File: src/rtl/clock_pkg.sv
// clock_pkg: shared defaults and repeat-FSM state type for the clock front end.
package clock_pkg;
  localparam int DEBOUNCE_CYCLES_DEF = 4;
  localparam int REPEAT_DELAY_DEF = 16;
  localparam int REPEAT_PERIOD_DEF = 4;
  typedef enum logic [1:0] {IDLE, HOLD, REPEAT} rpt_state_t;
endpackage

File: src/rtl/button_channel.sv
// button_channel: synchronise, debounce and edge-detect one button, with optional auto-repeat.
module button_channel
  import clock_pkg::*;
#(
  parameter int DEBOUNCE_CYCLES = DEBOUNCE_CYCLES_DEF,
  parameter int REPEAT_DELAY = REPEAT_DELAY_DEF,
  parameter int REPEAT_PERIOD = REPEAT_PERIOD_DEF,
  parameter bit REPEAT_EN = 1'b0
) (
  input  logic clk,
  input  logic reset,
  input  logic raw,
  output logic pulse
);
  localparam int DW = $clog2(DEBOUNCE_CYCLES + 1);
  localparam int RMAX = REPEAT_DELAY > REPEAT_PERIOD ? REPEAT_DELAY : REPEAT_PERIOD;
  localparam int RW = $clog2(RMAX + 1);
  logic [1:0] sync;
  logic [DW-1:0] dcnt;
  logic lvl, lvl_q, rise, fire;
  rpt_state_t state, state_n;
  logic [RW-1:0] rcnt, rcnt_n;
  always_ff @(posedge clk or negedge reset)
    if (!reset) begin
      sync <= '0;
      dcnt <= '0;
      lvl <= 1'b0;
      lvl_q <= 1'b0;
      state <= IDLE;
      rcnt <= '0;
      pulse <= 1'b0;
    end else begin
      sync <= {sync[0], raw};
      if (sync[1] == lvl) dcnt <= '0;
      else if (dcnt == DW'(DEBOUNCE_CYCLES - 1)) begin
        dcnt <= '0;
        lvl <= ~lvl;
      end else dcnt <= dcnt + 1'b1;
      lvl_q <= lvl;
      state <= state_n;
      rcnt <= rcnt_n;
      pulse <= rise | fire;
    end
  // A low accepted level always wins, so a repeat due in the release cycle is dropped.
  always_comb begin
    rise = lvl & ~lvl_q;
    state_n = state;
    rcnt_n = rcnt + 1'b1;
    fire = 1'b0;
    if (!lvl) begin
      state_n = IDLE;
      rcnt_n = '0;
    end else if (rise) begin
      state_n = REPEAT_EN ? HOLD : IDLE;
      rcnt_n = '0;
    end else if (state == HOLD && rcnt == RW'(REPEAT_DELAY - 1)) begin
      fire = 1'b1;
      state_n = REPEAT;
      rcnt_n = '0;
    end else if (state == REPEAT && rcnt == RW'(REPEAT_PERIOD - 1)) begin
      fire = 1'b1;
      rcnt_n = '0;
    end else if (state == IDLE) rcnt_n = '0;
  end
endmodule

File: src/rtl/clock_button_conditioner.sv
// clock_button_conditioner: five conditioned button channels feeding the clock core;
// only the hour and minute adjust channels auto-repeat.
module clock_button_conditioner
  import clock_pkg::*;
#(
  parameter int DEBOUNCE_CYCLES = DEBOUNCE_CYCLES_DEF,
  parameter int REPEAT_DELAY = REPEAT_DELAY_DEF,
  parameter int REPEAT_PERIOD = REPEAT_PERIOD_DEF
) (
  input  logic clk,
  input  logic reset,
  input  logic btn_mode_raw,
  input  logic btn_hour_raw,
  input  logic btn_minute_raw,
  input  logic btn_timer_raw,
  input  logic btn_alarm_raw,
  output logic mode_btn,
  output logic add_hour,
  output logic add_minute,
  output logic set_timer_btn,
  output logic set_alarm_btn
);
  logic [4:0] raw, pulse;
  assign raw = {btn_alarm_raw, btn_timer_raw, btn_minute_raw, btn_hour_raw, btn_mode_raw};
  assign {set_alarm_btn, set_timer_btn, add_minute, add_hour, mode_btn} = pulse;
  for (genvar i = 0; i < 5; i++) begin : g_ch
    button_channel #(
      .DEBOUNCE_CYCLES(DEBOUNCE_CYCLES),
      .REPEAT_DELAY(REPEAT_DELAY),
      .REPEAT_PERIOD(REPEAT_PERIOD),
      .REPEAT_EN(i == 1 || i == 2)
    ) u_ch (
      .clk(clk),
      .reset(reset),
      .raw(raw[i]),
      .pulse(pulse[i])
    );
  end
endmodule

File: config.mk
export PLATFORM = sky130hd
export DESIGN_NAME = clock_button_conditioner
export DESIGN_NICKNAME = d
export VERILOG_FILES = /design/src/rtl/clock_pkg.sv /design/src/rtl/button_channel.sv /design/src/rtl/clock_button_conditioner.sv
export SDC_FILE = /design/constraint.sdc
export NUM_CORES = 1
export LEC_CHECK = 0
export BUFFER_PORTS_ARGS = -buffer_cell sky130_fd_sc_hd__buf_2
export CAP_MARGIN = 15
export CORE_MARGIN = 1.5
export CORE_UTILIZATION = 48
export CTS_BUF_LIST = sky130_fd_sc_hd__clkbuf_8 sky130_fd_sc_hd__clkbuf_16
export DETAILED_ROUTE_END_ITERATION = 8
export PLACE_DENSITY_LB_ADDON = 0.3
export SYNTH_ARGS = -nofsm -noshare
export SYNTH_HDL_FRONTEND = slang
export SYNTH_SLANG_ARGS = --single-unit
File: constraint.sdc
create_clock -name clk -period 1.7 [get_ports clk]
set_clock_uncertainty 0.05 [all_clocks]
set_input_delay 0.34 -clock clk [delete_from_list [all_inputs] [get_ports clk]]
set_output_delay 0.34 -clock clk [all_outputs]
set_load 0.005 [all_outputs]
After elaboration in Yosys (flattened, before gate mapping)
Cells that the tools add are included.

Reductions and logical operators: 20. Mux-type cells: 70. $add $sub $neg: 10. Equal/unequal tests: 35. Bitwise gates (word level): 25.

Operator list (number): 2-to-1 mux 5 bit (25); 2-to-1 mux 2 bit (15); 2-to-1 mux 3 bit (10); adder 5 x 1 -> 5 bit, second input constant (5); equality test 5 x 2 -> 1 bit, second input constant (5); equality test 5 x 4 -> 1 bit, second input constant (5); 2-to-1 mux 1 bit (20); adder 3 x 1 -> 3 bit, second input constant (5); equality test 3 x 2 -> 1 bit, second input constant (5); inequality test 3 bit, second input constant (5); inverter 1 bit (15); equality test 2 x 1 -> 1 bit, second input constant (5); equality test 2 bit, second input constant (5); logical AND 1 bit (10); zero test 2 bit (5); AND reduction 2 bit (5); bitwise AND 1 bit (5); equality test 1 bit (5); OR 1 bit (5).

Word-level logic and storage cells: 195. Output and inout bits: 5. Input port bits: 7. Bits in registers: 75.

Logic depth before layout (Yosys ltp)
Depth after elaboration: 7. Gate-level depth with buffers: 6. Gate-level depth less buffers: 6.

Hierarchy
A second synthesis with hierarchy kept.

Cells, all modules: 207. Area total of the unflattened synthesis: 2803.9 um2.

By module, submodules not included: button_channel (g_ch[3].u_ch ...) (cells an instance 37, area each 514.2 um2, instances 2, seq. area each 350.3 um2); button_channel (g_ch[1].u_ch) (cells an instance 46, area each 619.3 um2, instances 1, seq. area each 375.4 um2); button_channel (g_ch[2].u_ch) (cells an instance 47, area each 594.3 um2, instances 1, seq. area each 375.4 um2); button_channel (g_ch[0].u_ch) (cells an instance 40, area each 561.8 um2, instances 1, seq. area each 350.3 um2).

Least setup slack after synthesis
OpenSTA, ideal clock, no wires.

Kind: register -> register. Start point: register g_ch[1].u_ch.rcnt[0]. End point: register g_ch[1].u_ch.pulse. Slack: 0.012 ns. Buffers on the path: 0. Data required time: 1.531 ns. Setup time: 0.119 ns. Cell stages (with the launch flop): 7. Data arrival time: 1.519 ns. Clock period less this slack: 1.688 ns. Cells stage by stage: dfrtp_1 ha_1 and3_1 ha_1 nor2b_1 a32o_1 o21a_1.

Cells in the longest elaborated chain, start to end: 7. Elaborated cells on any way between the ends: 9. Classes of those cells: eq/ne (2); mux (4); bitwise (1); reduce/logical (2).

RTL lines: from (decl) (RTL line button_channel.sv:22) `logic [RW-1:0] rcnt, rcnt_n;`; from (signal assigned) (RTL line button_channel.sv:41) `rcnt <= rcnt_n;`; equality test 5 x 2 -> 1 bit (RTL line button_channel.sv:60) `end else if (state == REPEAT && rcnt == RW'(REPEAT_PERIOD - 1)) begin`; logical AND 1 bit (RTL line button_channel.sv:60); 2-to-1 mux 1 bit (RTL line button_channel.sv:60); 2-to-1 mux 1 bit (*) (RTL line button_channel.sv:56) `end else if (state == HOLD && rcnt == RW'(REPEAT_DELAY - 1)) begin`; 2-to-1 mux 1 bit (*) (RTL line button_channel.sv:53) `end else if (rise) begin`; 2-to-1 mux 1 bit (*) (RTL line button_channel.sv:50) `if (!lvl) begin`; OR 1 bit (*) (RTL line button_channel.sv:42) `pulse <= rise | fire;`; to (signal assigned) (RTL line button_channel.sv:42); to (decl) (RTL line button_channel.sv:13) `output logic pulse`.

Mark *: on every way between the ends. The rest lies on a longest branch, timed or not. A chain may end at the register's enable or synchronous reset.

Worst setup path in the final report
Same ends and word-level chain as after synthesis.

==> metrics <==
Yosys top cell area share=65.7%; crit share post-route=97.1%; dominant cell type by area after synthesis=dfrtp_1; Syn Inst Count=211; post-DP HPWL=2.56 mm; Critical Path RT=1.88 ns; Finished Core Util=57.5%; CTS buffer count=9; Syn Area/Cell=13.0 um2; Max Slew Vio Count=0; synth unique cells=31; Hold Path Class=input pin to register; number of clock sinks=72; drt total wl=3.87 mm; final hold violations=0; H-tree Lvls=3; vias per std cell=4.97; share of cells above drive strength 1=17.2%; PwrDens=1270 nW/um2; Startpoint Class=register; row cnt=27; Synth-to-Final Area Change=15.3%; fill cell count=444; most frequent cell after synthesis=dfrtp_1; area of the die=6180 um2; Worst EP arrival=1.83 ns; Synth area leaders=dfrtp_1 66%, ha_1 5.5%, xnor2_1 3.2%; diode count=0; synthesized net count=230; endpoint kind of the worst setup timing path=register; Slew @ Worst Pin=0.485 ns; Worst setup endpoint=g_ch[1].u_ch.pulse$_DFF_PN0_; CP Class=register to register; dominant synthesized flop cell=dfrtp_1; Fmax=0.606 GHz; Synth Cell Area=2740 um2; RSZ-0062 raised after global routing=true; slew margin rel.=67.5%; Clk Latency, worst-skew pair=0.34 ns; Nets=258; vias in the first global route=1646; top post-synthesis cells by count=72 x dfrtp_1, 17 x nor2_1, 15 x nor3_1; CTS max path bufs=2; Async SR Flop Fraction=100%; R2R Path End=g_ch[1].u_ch.pulse$_DFF_PN0_; final setup fails=0; IR drop worst, VDD=0.807 mV; DRC viols=0; Max Cap Viol=0; register-to-register setup slack=0.05 ns; CTS tree=yes; register area=1800 um2; Post-synth EDFFs=0; overall die width=78.6 um; gr usage total=15.4%; Reg2Reg Depth=6; Ys Warns=0; sequential fraction of the synthesis area=65.7%; WL per Instance=12.3 um; Starting Density=49.8%; core outline area=5510 um2; GPL Wtd Cong=0.787; Synth Register Bits=72; Die Y=78.6 um; setup tns final=0 ns; CTS root buffer=clkbuf_8; IO Pins=12; Pre-Repair DR Iteration Count=4; 1st-iter DRT viols=74; initial antenna violation count=0; status=finished clean; Worst R2R Start=g_ch[1].u_ch.rcnt[0]$_DFF_PN0_; Final ANT Viol Nets=0; total gr overflow=0; Worst-path clk slew=0.07 ns; Final min period=1.65 ns; Static Leak=1.49 nW; I/O Buffers=11; crit path from=g_ch[1].u_ch.rcnt[0]$_DFF_PN0_; Multi-input gate area=937 um2; first-pass GRT wire length=7.16 mm; via count=1570; Max FO, Critical Path=6; pin count of the biggest net entering global routing=46
-- metrics by stage --
| stage | setup slack, ns | power [W] | hold slack [ns] | cells | instance area (um2) |
|---|---|---|---|---|---|
| final | 0.0485 | 0.00401 | 0.0511 | 316 | 3160 |
| after global routing | -0.00359 | 0.00428 | 0.0215 | 316 | 3160 |
| after CTS | 0.00499 | 0.00408 | 0.0260 | 315 | 3130 |
| after detailed placement | -0.0405 | 0.00292 | 0.285 | 298 | 2940 |
| after global placement | 0.00590 | 0.00289 | 0.282 | 298 | 2940 |
| after floorplan | 0.0119 | 0.00267 | -0.00559 | 211 | 2740 |
-- kinds of logic after synthesis --
group | Yosys count | share of synthesized area (%)
and+or+nand+nor | 78 | 15.3
DFF | 72 | 65.7
xor gates and xnor gates | 18 | 5.75
AOI/OAI and AO/OA | 15 | 4.24
adders and majority gates | 12 | 5.47
buffers and inverters | 11 | 1.50
muxes | 5 | 2.05
-- layout make-up --
| cell class | instances | share of cell area [%] |
|---|---|---|
| clock buffers | 10 | 4.35 |
| clock inverters | 6 | 0.909 |
| inverters | 11 | 1.30 |
| multi-input cells | 128 | 29.6 |
| flip-flops and latches | 72 | 56.9 |
| well taps | 72 | 2.85 |
| repair buffers | 17 | 4.03 |
-- timing repair --
action	CTS	global route
resized for setup	5	4
setup endpoints to repair	5	8
endpoints found under the hold margin	72	0
cloned	0	0
pin swaps	4	3
buffers inserted	0	1
hold buffers	1	0
-- cells in the final DEF (no fill, tap or decap), types with 2 or more instances in the layout --
| master | count |
|---|---|
| nor3b_1 | 8 |
| nand3_1 | 13 |
| clkbuf_8 | 10 |
| o21a_1 | 2 |
| mux2_2 | 2 |
| xnor2_1 | 10 |
| a21boi_1 | 3 |
| buf_4 | 3 |
| clkinv_2 | 2 |
| nor2_1 | 17 |
| ha_1 | 9 |
| ha_2 | 2 |
| a21oi_1 | 3 |
| and3_1 | 2 |
| buf_2 | 11 |
| mux2_1 | 3 |
| inv_1 | 13 |
| o211ai_1 | 2 |
| nand2_1 | 4 |
| nor3_1 | 14 |
| xor2_1 | 8 |
| buf_12 | 2 |
| nor2b_1 | 10 |
| dfrtp_1 | 72 |
-- metal layers --
layer | vias to the layer above | share of wire (%) | track usage (%)
li1 | 780 | - | -
met1 | 758 | 47 | 18.2
met2 | 26 | 46 | 24.1
met3 | 6 | 5.2 | 7.67
met4 | 0 | 1.2 | 5.89
met5 | - | 0 | 0
-- state kept, by name (all words and copies together) (netlist names) --
register / count
g_ch.u_ch.rcnt: 25
g_ch.u_ch.dcnt: 15
g_ch.u_ch.sync: 10
g_ch.u_ch.state: 7
g_ch.u_ch.lvl: 5
g_ch.u_ch.lvl_q: 5
g_ch.u_ch.pulse: 5
-- where the power goes --
| part | leakage (nW) | internal [W] | switching, W |
|---|---|---|---|
| clock | 0.0958 | 0.000548 | 0.000584 |
| combinational | 0.450 | 0.000340 | 0.000280 |
| sequential | 0.944 | 0.00203 | 0.000229 |
| total | 1.49 | 0.00292 | 0.00109 |
-- worst min path at each step --
stage / slack (ns) / from / end / cells after the start
2_1_floorplan: -0.006 / reset / g_ch[0].u_ch.dcnt[0]$_DFF_PN0_ / 0
3_3_place_gp: 0.28 / g_ch[1].u_ch.sync[0]$_DFF_PN0_ / g_ch[1].u_ch.sync[1]$_DFF_PN0_ / 0
3_5_place_dp: 0.28 / g_ch[3].u_ch.sync[0]$_DFF_PN0_ / g_ch[3].u_ch.sync[1]$_DFF_PN0_ / 0
4_1_cts: 0.03 / btn_timer_raw / g_ch[3].u_ch.sync[0]$_DFF_PN0_ / 1
5_1_grt: 0.02 / btn_timer_raw / g_ch[3].u_ch.sync[0]$_DFF_PN0_ / 1
6_report: 0.05 / btn_timer_raw / g_ch[3].u_ch.sync[0]$_DFF_PN0_ / 1
-- critical path, stage by stage (launching register included) --
cell     delay, ns
dfrtp_1       0.39
ha_2          0.20
and3_4        0.19
ha_4          0.15
nor2b_4       0.12
a32o_2        0.27
o21a_1        0.18
(Power assumes the default switching activity.)
